--- src/rtl/fp_rr_arbiter.sv ---
// fp_rr_arbiter: fixed-priority queue arbiter with round-robin tie-break and a 2-cycle flush after each grant.
// Define FP_AGING_EN to add saturating per-queue age counters that lift starved queues above all non-aged ones.
module fp_rr_arbiter #(
    parameter int NUMBER_OF_QUEUES = 4,
    parameter int PRIORITY_SIZE    = 4,
    parameter int AGE_SIZE         = 4,
    parameter int AGE_THRESHOLD    = 12
) (
    input  logic                                      clock,
    input  logic                                      reset,
    input  logic [NUMBER_OF_QUEUES*PRIORITY_SIZE-1:0] priorities,
    input  logic [NUMBER_OF_QUEUES-1:0]               empty,
    input  logic                                      grant_ready,
    output logic                                      grant_valid,
    output logic [$clog2(NUMBER_OF_QUEUES)-1:0]       grant_id,
    output logic [PRIORITY_SIZE-1:0]                  grant_priority
);
    localparam int N  = NUMBER_OF_QUEUES;
    localparam int P  = PRIORITY_SIZE;
    localparam int IW = $clog2(N);
`ifdef FP_AGING_EN
    localparam int KW = P + 2;
`else
    localparam int KW = P + 1;
`endif
    localparam logic [IW:0]   N_EXT   = (IW+1)'(N);
    localparam logic [IW-1:0] LAST_ID = IW'(N - 1);

    typedef enum logic [1:0] {IDLE, GRANT, FLUSH} state_t;

    state_t        state_q, state_d;
    logic [1:0]    flush_q, flush_d;
    logic [IW-1:0] rr_q, rr_d, id_q, id_d, win_id;
    logic [P-1:0]  gp_q, gp_d;
    logic [N-1:0]  req_q;
    logic [P-1:0]  prio_q [N];
    logic [KW-1:0] key [N];
    logic [KW-1:0] win_key;
    logic [IW:0]   idx;
    logic          hs;

    if (N < 2 || N > 64 || P < 1 || AGE_THRESHOLD < 1 || AGE_THRESHOLD >= (1 << AGE_SIZE)) begin : g_bad_cfg
        $error("fp_rr_arbiter: parameter out of range");
    end

    // Stage 1: registered request and priority snapshot.
    always_ff @(posedge clock) begin
        for (int i = 0; i < N; i++) begin
            req_q[i]  <= reset ? 1'b0 : ~empty[i];
            prio_q[i] <= reset ? '0 : priorities[i*P +: P];
        end
    end

    assign hs = state_q == GRANT && grant_ready;

`ifdef FP_AGING_EN
    localparam logic [AGE_SIZE-1:0] AGE_TH = AGE_SIZE'(AGE_THRESHOLD);
    logic [AGE_SIZE-1:0] age_q [N];
    logic [AGE_SIZE-1:0] age_d [N];
    always_comb begin
        for (int i = 0; i < N; i++)
            age_d[i] = (empty[i] || (hs && id_q == IW'(i))) ? '0 : (&age_q[i] ? age_q[i] : age_q[i] + 1'b1);
    end
    always_ff @(posedge clock) begin
        for (int i = 0; i < N; i++)
            age_q[i] <= reset ? '0 : age_d[i];
    end
    always_comb begin
        for (int i = 0; i < N; i++)
            key[i] = {req_q[i], age_q[i] >= AGE_TH, prio_q[i]};
    end
`else
    always_comb begin
        for (int i = 0; i < N; i++)
            key[i] = {req_q[i], prio_q[i]};
    end
`endif

    // Stage 2: cyclic scan from rr_q; strict compare keeps the first index among equal keys.
    always_comb begin
        win_id  = rr_q;
        win_key = key[rr_q];
        idx     = '0;
        for (int k = 1; k < N; k++) begin
            idx = {1'b0, rr_q} + (IW+1)'(k);
            idx = idx >= N_EXT ? idx - N_EXT : idx;
            if (key[idx[IW-1:0]] > win_key) begin
                win_id  = idx[IW-1:0];
                win_key = key[idx[IW-1:0]];
            end
        end
    end

    always_comb begin
        state_d = state_q;
        flush_d = flush_q;
        rr_d    = rr_q;
        id_d    = id_q;
        gp_d    = gp_q;
        case (state_q)
            IDLE: if (|req_q) begin
                state_d = GRANT;
                id_d    = win_id;
                gp_d    = prio_q[win_id];
            end
            GRANT: if (hs) begin
                state_d = FLUSH;
                rr_d    = id_q == LAST_ID ? '0 : id_q + 1'b1;
            end
            // Two dead cycles let the consumer's pop reach empty and stage 1.
            FLUSH: begin
                flush_d = flush_q + 1'b1;
                if (flush_q == 2'd1) begin
                    state_d = IDLE;
                    flush_d = '0;
                end
            end
            default: state_d = IDLE;
        endcase
    end

    always_ff @(posedge clock) begin
        if (reset) begin
            state_q <= IDLE;
            flush_q <= '0;
            rr_q    <= '0;
            id_q    <= '0;
            gp_q    <= '0;
        end else begin
            state_q <= state_d;
            flush_q <= flush_d;
            rr_q    <= rr_d;
            id_q    <= id_d;
            gp_q    <= gp_d;
        end
    end

    assign grant_valid    = state_q == GRANT;
    assign grant_id       = id_q;
    assign grant_priority = gp_q;
endmodule

--- config.mk ---
export PLATFORM = sky130hd
export DESIGN_NAME = fp_rr_arbiter
export DESIGN_NICKNAME = d
export VERILOG_FILES = /design/src/rtl/fp_rr_arbiter.sv
export SDC_FILE = /design/constraint.sdc
export NUM_CORES = 1
export LEC_CHECK = 0
export ABC_AREA = 1
export BUFFER_PORTS_ARGS = -buffer_cell sky130_fd_sc_hd__buf_2
export CAP_MARGIN = 5
export CORE_UTILIZATION = 55
export CTS_CLUSTER_DIAMETER = 40
export DETAILED_ROUTE_END_ITERATION = 8
export GPL_TIMING_DRIVEN = 0
export PLACE_DENSITY = 0.81
export SYNTH_ARGS = -nofsm -noshare
export SYNTH_HDL_FRONTEND = slang
export SYNTH_SLANG_ARGS = --single-unit
--- constraint.sdc ---
create_clock -name clock -period 5.1 [get_ports clock]
set_input_delay 0.255 -clock clock [delete_from_list [all_inputs] [get_ports clock]]
set_output_delay 0.255 -clock clock [all_outputs]
set_load 0.005 [all_outputs]
## After elaboration in Yosys (flattened, before gate mapping)

Memories as Yosys holds them, arrays and structs flattened. A register that Yosys moved wholly into a read port is not among the register bits.
Cells that the tools add are included.

| storage, ports and cells | value |
|---|---|
| register bits | 12 |
| bits in latches | 0 |
| bits in writable memories | 16 |
| bits in read-only memories | 0 |
| input port bits | 23 |
| logic and storage cells | 75 |
| memories kept | 1 |

| operators by class | value |
|---|---|
| add/subtract/negate cells | 8 |
| $mul | 0 |
| divide/modulo/power cells | 0 |
| $lt $le $gt $ge | 10 |
| eq/ne operators | 7 |
| shifts and indexed selects | 0 |
| muxes and demuxes | 30 |
| bitwise gates (word level) | 8 |
| reduce and logical (&&, ||, !) cells | 6 |

Memories:

| name | depth | width | rd ports | clocked after Yosys merged registers in | wr ports | RTL line | RTL |
|---|---|---|---|---|---|---|---|
| prio_q | 4 | 4 | 5 | 1 | 4 | 36 | `logic [P-1:0] prio_q [N];` |

Operators by type and width:

| cell | count |
|---|---|
| 2-to-1 mux 5 bit | 10 |
| binary-select mux 5 bit (select 2 bit) | 4 |
| 2-to-1 mux 2 bit | 11 |
| greater-or-equal comparator 3 bit, second input constant | 7 |
| 2-to-1 mux 4 bit | 4 |
| greater-than comparator 5 bit | 3 |
| inverter 2 -> 3 bit | 4 |
| adder 2 x 2 -> 3 bit, second input constant | 2 |
| one-hot mux 2 bit (3 select lines) | 1 |
| subtractor 2 x 1 -> 2 bit, second input constant | 3 |
| adder 2 x 1 -> 2 bit, second input constant | 2 |
| == test 2 x 1 -> 1 bit, second input constant | 2 |
| == test 2 bit, second input constant | 2 |
| != test 2 bit, second input constant | 2 |
| inverter 1 bit | 4 |
| AND reduction 2 bit | 2 |
| OR reduction 4 bit | 1 |
| adder 2 x 1 -> 3 bit, second input constant | 1 |
| AND reduction 3 bit | 1 |
| logical NOT 2 bit | 1 |
| != test 2 x 1 -> 1 bit, second input constant | 1 |
| logical AND 1 bit | 1 |

## Depth between registers and ports, before layout

Gate-level depths: netlist of run 1.

| logic depth | value |
|---|---|
| depth after elaboration | 13 |
| mapped depth | 41 |
| depth with buffers taken out | 39 |

## Least setup slack after synthesis of run 1

OpenSTA, ideal clock, no wires.

| path | value |
|---|---|
| path kind | register to register |
| from | reg rr_q[0] |
| to | reg gp_q[1], in the netlist grant_priority[1], read port of prio_q |
| setup time | 109 ps |
| data arrival time | 4100 ps |
| data required time | 4991 ps |
| slack | 891 ps |
| stages on the path, launching flop included | 37 |
| cell sequence | dfxtp_1 > buf_4 > buf_2 > mux2i_1 > inv_1 > nand2_1 > o21ai_0 > ha_1 > a21oi_1 > nand2_1 > nor2_2 > nor2_2 > inv_1 > o21ai_0 > ha_1 > nand2_1 > nor2_2 > nand2_1 > nand3_2 > nand2_4 > nand2_1 > o21ai_0 > ha_1 > nand2_1 > nor2_1 > nand2_1 > nand3_1 > nand2_1 > nand3_2 > nand2_4 > buf_6 > nand2_1 > nand2_1 > nand2_1 > nand3_1 > nand2_1 > inv_1 |

| on the way | value |
|---|---|
| longest elaborated chain between the ends | 13 |

RTL lines:

| element | RTL line | RTL |
|---|---|---|
| start: declaration | 33 | `logic [IW-1:0] rr_q, rr_d, id_q, id_d, win_id;` |
| start signal: assignment | 132 | `rr_q <= rr_d;` |
| adder 2 x 1 -> 3 bit | 85 | `idx = {1'b0, rr_q} + (IW+1)'(k);` |
| greater-or-equal comparator 3 bit / subtractor 2 x 1 -> 2 bit (equally long branches) | 86 | `idx = idx >= N_EXT ? idx - N_EXT : idx;` |
| 2-to-1 mux 2 bit | 86 |  |
| inverter 2 -> 3 bit (not written as such) | 87, 89 |  |
| binary-select mux 5 bit (select 2 bit) | 87, 89 |  |
| 2-to-1 mux 5 bit (not written as such) (2 in a row) | 87, 89 |  |
| greater-than comparator 5 bit | 87 | `if (key[idx[IW-1:0]] > win_key) begin` |
| 2-to-1 mux 5 bit | 87 |  |
| greater-than comparator 5 bit | 87 |  |
| 2-to-1 mux 5 bit | 87 |  |
| greater-than comparator 5 bit | 87 |  |
| 2-to-1 mux 2 bit * | 87 |  |
| end: declaration | 34 | `logic [P-1:0] gp_q, gp_d;` |

Every way passes the cells marked *; elsewhere a longest branch is shown, timed or not. The select of a mux whose other input is x is not followed.
A chain may end at the register's enable or synchronous reset.

## Worst setup path in the final report of run 1

| path | value |
|---|---|
| from | reg rr_q[0] |
| to | reg gp_q[0], in the netlist grant_priority[0], read port of prio_q |

Same word-level chain as after synthesis.

==> out/metrics.cfg, run 1 <==
[run_status]
status=finished clean

[global_route]
grt_pass1_vias=1840
grt_pass1_wl_um=7817
track_usage_pct=24.51
grt_max_degree=11
antenna_found_initial=0
overflow=0

[critical_path]
crit_top_cell=nand2_1
critPathKind=reg -> reg
r2r_end=grant_priority[0]$_SDFFE_PP0P_
start_kind=flop
r2r_cells=36
r2r_slack_ns=0.46
crit_path_start=rr_q[0]$_SDFFE_PP0P_
path_max_fanout=10
worst-path-buf-inv=5
slowest_stage=dfxtp_1
required_ns=5.27
rr_startpoint=rr_q[0]$_SDFFE_PP0P_
crit_family=simple AND/OR/NAND/NOR gates
crit_arrival_ns=4.81
cp-end-kind=flop
max_stage_delay_ns=0.32

[synth]
syn_nets=385
yosysSeqAreaShare_pct=29.34
synth_cell_types=27
yosysTopAreaCellShare_pct=29.34
postSynthCellCount=346
yosysTopAreaCell=dfxtp_1
syn_avg_cell_area_um2=6.310
ys_warn_count=0
synth_area_um2=2183
ys_ff_latch=32
synth.area.top_cells=dfxtp_1 (29%), nand2_1 (15%), o21ai_0 (10%), inv_1 (9.3%), ha_1 (9.2%)

[sta]
setup-tns-final_ns=0
finalCritPeriodShare_pct=91.07
period_needed_ns=4.645
fmax_mhz=215.3
setup_viol=0
tightest_slew_ns=0.4913
slew-limit-headroom_pct=67.25
setup_ws_ns=0.4553
fin_worst_skew_ns=0.005842
finalHoldViolCount=0
slew_viol_final=0

[pwr]
switching_power_mw=0.7239
pwr-share-seq_pct=19.6
leakage_nw=1.352
switching_share_pct=47.62
p_int_mw=0.7962
irDropWorstVdd_mv=0.3186
combPwrFrac_pct=64.6
power.share.clock_pct=15.8
powerDensity_nw_per_um2=593.5

[cells_and_area]
multi_input_area_um2=1308
layout.nets=423
stdcell_area_um2=2561
fill_cells=342
ff_latch_area_um2=640.6
post-route-util_pct=68.42
final_cell_mix=nand2_1 (84), inv_1 (53), nor2_1 (38)
drive_above_1_share_pct=18.70
syn_to_final_growth_pct=17.31
layout_commonest_cell=nand2_1
antenna_cells=0

[floorplan]
fp.dieW_um=65.01
die_h_um=65.01
io_pins=30
dieArea_um2=4226
initial_utilization_pct=58.32
coreArea_um2=3744
fp-row-count=22

[detailed_routing]
drtAntennaViolNets=0
drc=0
met2WireLength_um=2074
routedWlPerCell_um=10.81
wl_met1_um=2307
dr_total_vias=2126
vias_per_cell=4.910
postRouteWirelength_um=4679
highest_layer=met4
drt_iter0_markers=102
dr.pass1.iters=4
wl_met3_um=163

[place]
dpl.hpwl_um=3734
preCtsSetupSlack_ns=0.1848
gp_congestion=0.9447
placedInstanceArea_um2=2384
io_buffers=28

[min_path]
min_path_cells=2
min_path_type=in -> reg
hold_path_end=req_q[0]$_SDFF_PP0_
hold_path.startpoint=empty[0]

[cts]
clock_sinks=32
cts_tree=built
holdBufCountCts=0
clk_pin_slew_worst_paths_ns=0.07
clock_path_buffers=2
cts-root-buf=clkbuf_8
clk_latency_ns=0.29
numCtsBuffers=5
htree_num_levels=2

[run]
max_cap_violations=0

[registers in the layout (all words and copies together) (netlist names)]
signal and flops:
prio_q 16, req_q 4, rr_q 2, state_q 2
grant_priority 4, flush_q 2, grant_id 2
[what timing repair did]
item                                    in CTS  in global routing
endpoints found under the setup margin       0                  6
buffers inserted                             0                  2
hold endpoints to repair                     0                  0
gates resized for setup                      0                 30
[power groups by stage]
stage               clock [mW]  combinational [mW]  sequential [mW]
floorplan                    0               0.695            0.303
CTS                      0.243               0.885            0.298
global placement             0               0.857            0.302
finish                   0.240               0.982            0.298
detailed placement           0               0.879            0.303
global route             0.257                1.12            0.301
[cell type report]
type / count / share of cell area [%]
plain buffers: 13 / 3.029
clock inverters: 2 / 1.368
clock buffers: 6 / 2.833
repair buffers: 30 / 6.058
inverters: 56 / 8.305
multi-input cells: 246 / 51.05
well taps: 48 / 2.345
flip-flops and latches: 32 / 25.01
[kinds of logic after synthesis]
group	count (synthesis)	synth area share, %
muxes	4	1.834
DFF	32	29.34
and+or+nand+nor	158	31.29
AOI/OAI and AO/OA	66	15.30
buffers and inverters	69	12.66
adders and majority gates	16	9.169
xor gates and xnor gates	1	0.4012
[synthesized netlist by cell type]
cell type,n
a21oi_1,16
a21oi_2,1
buf_1,2
buf_2,5
buf_4,1
buf_6,1
clkbuf_1,4
clkinv_1,1
dfxtp_1,32
ha_1,16
inv_1,54
inv_2,1
mux2i_1,4
nand2_1,86
nand2_2,5
nand2_4,3
nand3_1,16
nand3_2,2
nor2_1,38
nor2_2,3
nor3_1,1
nor3_2,1
nor4_1,1
o21ai_0,44
o21ai_1,5
or2_2,2
xnor2_1,1
[metal layers]
metal | GRT usage [%] | vias to the layer above
met4 | 10.56 | 0
li1 | - | 1169
met5 | 0 | -
met2 | 39.58 | 40
met3 | 5.634 | 14
met1 | 30.89 | 903
[worst max-delay path by stage]
stage	end	slack, ns	depth (start not counted)
2_1_floorplan	grant_priority[1]$_SDFFE_PP0P_	0.89	36
3_3_place_gp	grant_priority[2]$_SDFFE_PP0P_	0.31	35
3_5_place_dp	grant_priority[2]$_SDFFE_PP0P_	0.18	35
4_1_cts	grant_priority[2]$_SDFFE_PP0P_	0.14	35
5_1_grt	grant_priority[2]$_SDFFE_PP0P_	-0.01	38
6_report	grant_priority[0]$_SDFFE_PP0P_	0.46	36
[stage by stage]
| stage | cells | power, mW | hold WS [ns] |
|---|---|---|---|
| floorplan | 346 | 0.9979 | 0.3274 |
| global placement | 422 | 1.159 | 0.4132 |
| detailed placement | 422 | 1.182 | 0.4174 |
| CTS | 430 | 1.426 | 0.1086 |
| global route | 433 | 1.675 | 0.1105 |
| finish | 433 | 1.520 | 0.1155 |
No activity file was read; power rests on OpenSTA's default activity.
==> inputs of run 2 (changes only) <==
--- a/config.mk
+++ b/config.mk
@@ -8,11 +8,11 @@
 export ABC_AREA = 1
 export BUFFER_PORTS_ARGS = -buffer_cell sky130_fd_sc_hd__buf_2
 export CAP_MARGIN = 5
-export CORE_UTILIZATION = 55
+export CORE_UTILIZATION = 52
 export CTS_CLUSTER_DIAMETER = 40
 export DETAILED_ROUTE_END_ITERATION = 8
 export GPL_TIMING_DRIVEN = 0
-export PLACE_DENSITY = 0.81
+export PLACE_DENSITY = 0.8
 export SYNTH_ARGS = -nofsm -noshare
 export SYNTH_HDL_FRONTEND = slang
 export SYNTH_SLANG_ARGS = --single-unit
==> constraint.sdc (replaced) <==
create_clock -name clock -period 4.1 [get_ports clock]
set_input_delay 0.205 -clock clock [delete_from_list [all_inputs] [get_ports clock]]
set_output_delay 0.205 -clock clock [all_outputs]
set_load 0.005 [all_outputs]
==> out/metrics.cfg, run 2 (same netlist as run 1, synthesis figures left out) <==
[run_status]
status=finished, violations left
violations=negative setup slack

[pwr]
pwr-share-seq_pct=13.6  ; -6.0 points
p_int_mw=1.399  ; +76%
powerDensity_nw_per_um2=849.7  ; +43%
switching_share_pct=49.16  ; +1.5 points
leakage_nw=1.591  ; +18%
irDropWorstVdd_mv=0.4735  ; +49%
combPwrFrac_pct=75.8  ; +11 points
power.share.clock_pct=10.6  ; -5.2 points
switching_power_mw=1.353  ; +87%

[run]
max_cap_violations=0  ; unchanged

[cells_and_area]
drive_above_1_share_pct=39.13  ; +20 points
final_cell_mix=nand2_1 (63), inv_1 (50), nor2_1 (33)
largest_reg_flops=16  ; unchanged
regMostFlops=prio_q
antenna_cells=0  ; unchanged
layout.nets=452  ; +6.9%
syn_to_final_growth_pct=48.37
layout_commonest_cell=nand2_1
layout.cells.non_filler=464  ; +7.2%
post-route-util_pct=80.40  ; +12 points

[sta]
slew-limit-headroom_pct=46.88  ; -20 points
fmax_mhz=214.1  ; -0.56%
period_needed_ns=4.671  ; +0.02608 ns
setup_viol=6  ; +6
fin_worst_skew_ns=0.003326  ; -0.002516 ns
finalHoldViolCount=0  ; unchanged
tightest_slew_ns=0.7884  ; +0.2971 ns
setup_ws_ns=-0.5708  ; -1.026 ns
slew_viol_final=0  ; unchanged
finalCritPeriodShare_pct=113.9  ; +23 points
rsz0062_at_grt=true
holdWs_ns=0.07057  ; -0.04494 ns

[critical_path]
r2r_cells=37  ; +2.8%
critPathKind=reg -> reg
path_max_fanout=9  ; -1
max_stage_delay_ns=0.31  ; about the same
slowest_stage=ha_1
start_kind=flop
required_ns=4.26  ; -1.01 ns
cp.depth=37  ; +2.8%
cp-end-kind=flop
crit_top_cell=nand2_4
crit_family=simple AND/OR/NAND/NOR gates
worst-path-buf-inv=5  ; unchanged
crit_arrival_ns=4.83  ; +0.02 ns

[place]
gp_congestion=0.8662  ; -8.3%
dpl.hpwl_um=3823  ; +2.4%
placed_cells=424  ; +0.47%
preCtsSetupSlack_ns=-0.6980  ; -0.8828 ns
io_buffers=28  ; unchanged

[global_route]
grt_pass1_wl_um=9039  ; +16%
track_usage_pct=27.48  ; +3.0 points
grt_pass1_vias=2116  ; +15%
grt_max_degree=11  ; unchanged
overflow=0  ; unchanged
antenna_found_initial=0  ; unchanged

[floorplan]
die_h_um=66.80  ; +2.8%
initial_utilization_pct=54.19  ; -4.1 points
fp.dieW_um=66.80  ; +2.8%
dieArea_um2=4462  ; +5.6%
coreArea_um2=4029  ; +7.6%
io_pins=30  ; unchanged
fp-row-count=23  ; +4.5%

[min_path]
min_path_cells=2  ; unchanged
min_path_type=in -> reg

[detailed_routing]
dr.pass1.iters=7  ; +3
postRouteWirelength_um=7092  ; +52%
routedWlPerCell_um=15.28  ; +41%
drt_iter0_markers=239  ; +130%
dr_total_vias=2563  ; +21%
drtAntennaViolNets=0  ; unchanged
drc=0  ; unchanged
vias_per_cell=5.524  ; +13%

[cts]
htree_num_levels=2  ; unchanged
cts_tree=built
clock_path_buffers=2  ; unchanged
clk_pin_slew_worst_paths_ns=0.06  ; about the same
clk_latency_ns=0.28  ; about the same
cts-root-buf=clkbuf_8
holdBufCountCts=0  ; unchanged
clock_sinks=32  ; unchanged
numCtsBuffers=5  ; unchanged

-- run 2: cell count changes in the layout (fill, tap and decap cells not counted), sizes merged --
cell,previous run,this run
inv,55,54
clkinv,2,3
buf,39,69
nand2,95,94
-- run 2: layout make-up --
cell class	count	area, µm²
multi-input cells	245	1684
fillers	252	789.5
flip-flops and latches	32	641.9
repair buffers	60	411.6
inverters	56	224.0
plain buffers	13	107.6
clock buffers	6	72.57
well taps	50	62.56
clock inverters	2	35.03
-- run 2: through the flow --
stage | power [mW] | TNS (ns) | cell area [µm²]
finish | 2.752 | -2.965 | 3239
global route | 2.930 | -4.122 | 3239
CTS | 2.133 | -1.291 | 2885
detailed placement | 1.489 | -3.560 | 2406
global placement | 1.457 | -2.784 | 2406
floorplan | 1.258 | 0 | 2203
-- run 2: path summary, 6_finish.rpt --
kind	from	endpoint	slack, ns
max	rr_q[1]$_SDFFE_PP0P_	grant_priority[0]$_SDFFE_PP0P_	-0.57
min	empty[2]	req_q[2]$_SDFF_PP0_	0.07
max reg2reg	rr_q[1]$_SDFFE_PP0P_	grant_priority[0]$_SDFFE_PP0P_	-0.57
min reg2reg	flush_q[1]$_SDFFE_PP0N_	flush_q[1]$_SDFFE_PP0N_	0.45
-- run 2: power by group through the flow --
stage	combinational [mW]	sequential (mW)	clock [mW]
3_5_place_dp	1.11	0.377	0
4_1_cts	1.47	0.371	0.295
2_1_floorplan	0.881	0.377	0
5_1_grt	2.24	0.378	0.312
3_3_place_gp	1.08	0.376	0
6_report	2.09	0.375	0.292
-- run 2: metal layers --
metal | GRT usage (%) | vias up | wire (µm)
li1 | - | 1229 | -
met3 | 5.822 | 42 | 604
met5 | 0 | - | 0
met1 | 30.71 | 1136 | 2695
met2 | 49.24 | 156 | 3448
met4 | 12.23 | 0 | 344
-- run 2: what timing repair did --
| action | in CTS | in global routing |
|---|---|---|
| buffers inserted | 25 | 4 |
| gates resized for setup | 64 | 68 |
| cloned | 2 | 1 |
| pin swaps | 28 | 33 |
| setup endpoints to repair | 6 | 6 |
==> inputs of run 3 (changes only) <==
--- a/config.mk
+++ b/config.mk
@@ -6,13 +6,13 @@
 export NUM_CORES = 1
 export LEC_CHECK = 0
 export ABC_AREA = 1
-export BUFFER_PORTS_ARGS = -buffer_cell sky130_fd_sc_hd__buf_2
 export CAP_MARGIN = 5
-export CORE_UTILIZATION = 52
+export CORE_UTILIZATION = 55
 export CTS_CLUSTER_DIAMETER = 40
 export DETAILED_ROUTE_END_ITERATION = 8
+export DONT_BUFFER_PORTS = 1
 export GPL_TIMING_DRIVEN = 0
-export PLACE_DENSITY = 0.8
+export PLACE_DENSITY = 0.77
 export SYNTH_ARGS = -nofsm -noshare
 export SYNTH_HDL_FRONTEND = slang
 export SYNTH_SLANG_ARGS = --single-unit
==> out/metrics.cfg, run 3 <==
[synth]
postSynth.asyncResetShare_pct=0  ; unchanged
syn_avg_cell_area_um2=6.310  ; unchanged
postSynthCellCount=346  ; unchanged
synth_edf_count=0  ; unchanged
yosysSeqAreaShare_pct=29.34  ; unchanged
synth.top_cells.by_count=nand2_1 (86), inv_1 (54), o21ai_0 (44)
synth_cell_types=27  ; unchanged
synth.area.top_cells=dfxtp_1 (29%), nand2_1 (15%), o21ai_0 (10%), inv_1 (9.3%), ha_1 (9.2%)
ys_warn_count=0  ; unchanged
yosysTopAreaCell=dfxtp_1
yosysMostFrequentCell=nand2_1
ys_ff_latch=32  ; unchanged
syn_nets=385  ; unchanged
ys.flop_type=dfxtp_1
yosysTopAreaCellShare_pct=29.34  ; unchanged
synth_area_um2=2183  ; unchanged

[cts]
clock_path_buffers=2  ; unchanged
cts-root-buf=clkbuf_8
clock_sinks=32  ; unchanged
htree_num_levels=2  ; unchanged
numCtsBuffers=5  ; unchanged

[place]
placedInstanceArea_um2=2263  ; -5.9%
io_buffers=0  ; -100%
gp_congestion=0.9170  ; +5.9%
dpl.hpwl_um=3728  ; -2.5%

[global_route]
overflow=7
track_usage_pct=74.42
grt_max_degree=11

[sta]
endpoint_type=sequential cell input
grt-worst-endpoint=grant_priority[0]$_SDFFE_PP0P_/D

[run_status]
status=stopped before the end
error=[ERROR GRT-0232] Routing congestion too high. Check the congestion heatmap in the GUI.
lastStage=global routing (5_1_grt)

[floorplan]
io_pins=30  ; unchanged
fp-row-count=22  ; -4.3%
die_h_um=65.01  ; -2.7%
initial_utilization_pct=58.32  ; +4.1 points
fp.dieW_um=65.01  ; -2.7%

[run 3: cell counts after synthesis]
Identical to the previous run, type by type.
[run 3: kinds of logic after synthesis]
group | share of synthesized area (%)
xor gates and xnor gates | 0.4012
AOI/OAI and AO/OA | 15.30
adders and majority gates | 9.169
muxes | 1.834
DFF | 29.34
and+or+nand+nor | 31.29
buffers and inverters | 12.66
[run 3: stage by stage]
step	cells	hold WS, ns	worst slack [ns]
after global placement	394	0.2780	-0.6012
after CTS	475	0.001163	-0.1906
after detailed placement	394	0.2797	-0.7366
after floorplan	346	0.2774	0.004144
[run 3: timing repair]
action / in CTS
pin swaps: 30
setup buffers: 67
gates cloned: 3
hold buffers: 3
hold endpoints to repair: 3
endpoints found under the setup margin: 6
resized for setup: 105
[run 3: layer usage]
layer / overflow / track usage (%)
met4: 4 / 76.39
met5: 0 / 34.72
met2: 2 / 91.54
met3: 1 / 58.10
met1: 0 / 72.55
==> inputs of run 4 (changes only) <==
--- a/config.mk
+++ b/config.mk
@@ -7,12 +7,11 @@
 export LEC_CHECK = 0
 export ABC_AREA = 1
 export CAP_MARGIN = 5
-export CORE_UTILIZATION = 55
-export CTS_CLUSTER_DIAMETER = 40
+export CORE_UTILIZATION = 40
 export DETAILED_ROUTE_END_ITERATION = 8
 export DONT_BUFFER_PORTS = 1
 export GPL_TIMING_DRIVEN = 0
-export PLACE_DENSITY = 0.77
+export PLACE_DENSITY_LB_ADDON = 0.15
 export SYNTH_ARGS = -nofsm -noshare
 export SYNTH_HDL_FRONTEND = slang
 export SYNTH_SLANG_ARGS = --single-unit
==> constraint.sdc (replaced) <==
create_clock -name clock -period 5.3 [get_ports clock]
set_input_delay 0.265 -clock clock [delete_from_list [all_inputs] [get_ports clock]]
set_output_delay 0.265 -clock clock [all_outputs]
set_load 0.005 [all_outputs]
==> out/metrics.cfg, run 4 (same netlist as run 1, synthesis figures left out) <==
[pwr]
irDropWorstVdd_mv=0.2731
powerDensity_nw_per_um2=569.9
power.share.clock_pct=16.4
switching_share_pct=48.10
switching_power_mw=0.6544
power_mw=1.360
combPwrFrac_pct=62.2
p_int_mw=0.7060
pwr-share-seq_pct=21.4
leakage_nw=1.211

[detailed_routing]
postRouteWirelength_um=4686
drtAntennaViolNets=0
drc=0
drt_iter0_markers=68
dr.pass1.iters=4
vias_per_cell=4.637
routedWlPerCell_um=11.05
dr_total_vias=1966

[global_route]
grt_max_degree=11
grt_pass1_vias=1710
grt_pass1_wl_um=7652
antenna_found_initial=0
overflow=0
track_usage_pct=17.92

[critical_path]
r2r_cells=36
start_kind=flop
r2r_end=grant_priority[0]$_SDFFE_PP0P_
r2r_slack_ns=0.58
slowest_stage=o21ai_0
crit_arrival_ns=4.87
cp-end-kind=flop
path_max_fanout=10
required_ns=5.45
rr_startpoint=rr_q[0]$_SDFFE_PP0P_
max_stage_delay_ns=0.36
crit_top_cell=nand2_1
critPathKind=reg -> reg

[min_path]
min_path_cells=1
hold_path_end=req_q[2]$_SDFF_PP0_
min_path_type=in -> reg
hold_path.startpoint=empty[2]

[floorplan]
initial_utilization_pct=42.21  ; -16 points
dieArea_um2=5758
coreArea_um2=5172
fp.dieW_um=75.88  ; +17%
fp-row-count=26  ; +18%
die_h_um=75.88  ; +17%
io_pins=30  ; unchanged

[cells_and_area]
layout.nets=392
drive_above_1_share_pct=10.17
multi_input_area_um2=1271
final_cell_mix=nand2_1 (84), inv_1 (53), o21ai_0 (41)
ff_latch_area_um2=640.6
layout_commonest_cell=nand2_1
fill_cells=565
antenna_cells=0
syn_to_final_growth_pct=9.341
largest_reg_flops=16
layout.cells.non_filler=424
regMostFlops=prio_q

[sta]
fmax_mhz=211.9
fin_worst_skew_ns=0.006201
setup_viol=0
setup-tns-final_ns=0
rsz0062_at_grt=false
slew_viol_final=0
setup_ws_ns=0.5799
slew-limit-headroom_pct=64.70
holdWs_ns=0.05628
period_needed_ns=4.720
tightest_slew_ns=0.5296
finalCritPeriodShare_pct=89.06
finalHoldViolCount=0

[cts]
clk_latency_ns=0.28
post_cts_buffers=0  ; -100%
clock_path_buffers=2  ; unchanged
clk_pin_slew_worst_paths_ns=0.06
clock_sinks=32  ; unchanged
htree_num_levels=2  ; unchanged
cts-root-buf=clkbuf_8
cts_tree=built
numCtsBuffers=5  ; unchanged

[place]
preCtsSetupSlack_ns=0.3416  ; +1.078 ns
placed_cells=416  ; +5.6%
io_buffers=0  ; unchanged
dpl.hpwl_um=3945  ; +5.8%
gp_congestion=0.8566  ; -6.6%

[run]
max_cap_violations=0

[run_status]
status=finished clean

==> run 4: how the worst max path moves through the flow <==
stage | startpoint | depth (start not counted) | endpoint | slack, ns
after floorplan | rr_q[0]$_SDFFE_PP0P_ | 36 | grant_priority[1]$_SDFFE_PP0P_ | 1.09
after global placement | rr_q[0]$_SDFFE_PP0P_ | 34 | grant_priority[2]$_SDFFE_PP0P_ | 0.44
after detailed placement | rr_q[0]$_SDFFE_PP0P_ | 34 | grant_priority[2]$_SDFFE_PP0P_ | 0.34
after CTS | rr_q[0]$_SDFFE_PP0P_ | 33 | grant_priority[0]$_SDFFE_PP0P_ | 0.33
after global routing | rr_q[0]$_SDFFE_PP0P_ | 36 | grant_priority[0]$_SDFFE_PP0P_ | 0.02
final | rr_q[0]$_SDFFE_PP0P_ | 36 | grant_priority[0]$_SDFFE_PP0P_ | 0.58
==> run 4: per-stage QoR <==
step / utilization, % / instance area (µm²)
global placement: 43.90 / 2271
finish: 46.15 / 2387
global route: 46.15 / 2387
CTS: 45.98 / 2379
floorplan: - / 2183
detailed placement: 43.90 / 2271
==> run 4: repair_timing <==
| item | CTS | global route |
|---|---|---|
| resized for setup | 0 | 9 |
| hold buffers | 0 | 0 |
| setup endpoints to repair | 0 | 4 |
==> run 4: area by class of cell <==
| class | instances | share of cell area (%) |
|---|---|---|
| inverter | 56 | 8.805 |
| buffer | 13 | 2.935 |
| tap | 70 | 3.669 |
| sequential | 32 | 26.83 |
| clock buffer | 6 | 3.040 |
| multi-input combinational | 245 | 53.25 |
| clock inverter | 2 | 1.468 |
==> run 4: worst max-delay path, delay by kind of cell (launching register included) <==
kind / cells / cell delay, ns
simple gates: 23 / 2.09
compound gates: 5 / 0.70
buf+inv: 5 / 0.63
flops: 1 / 0.30
fa+ha+maj: 3 / 0.85
==> run 4: metal layers <==
layer | track usage (%) | vias up | routed length (µm)
li1 | - | 1100 | -
met1 | 24.72 | 829 | 2446
met2 | 28.22 | 29 | 2071
met3 | 3.968 | 8 | 108
met4 | 4.527 | 0 | 59
met5 | 0 | - | 0
==> run 4: power groups by stage <==
stage	Combinational (mW)	Clock [mW]	Sequential (mW)
after floorplan	0.669	0	0.292
after global placement	0.815	0	0.297
after detailed placement	0.826	0	0.297
after CTS	0.831	0.226	0.292
after global routing	0.981	0.239	0.297
final	0.846	0.223	0.291
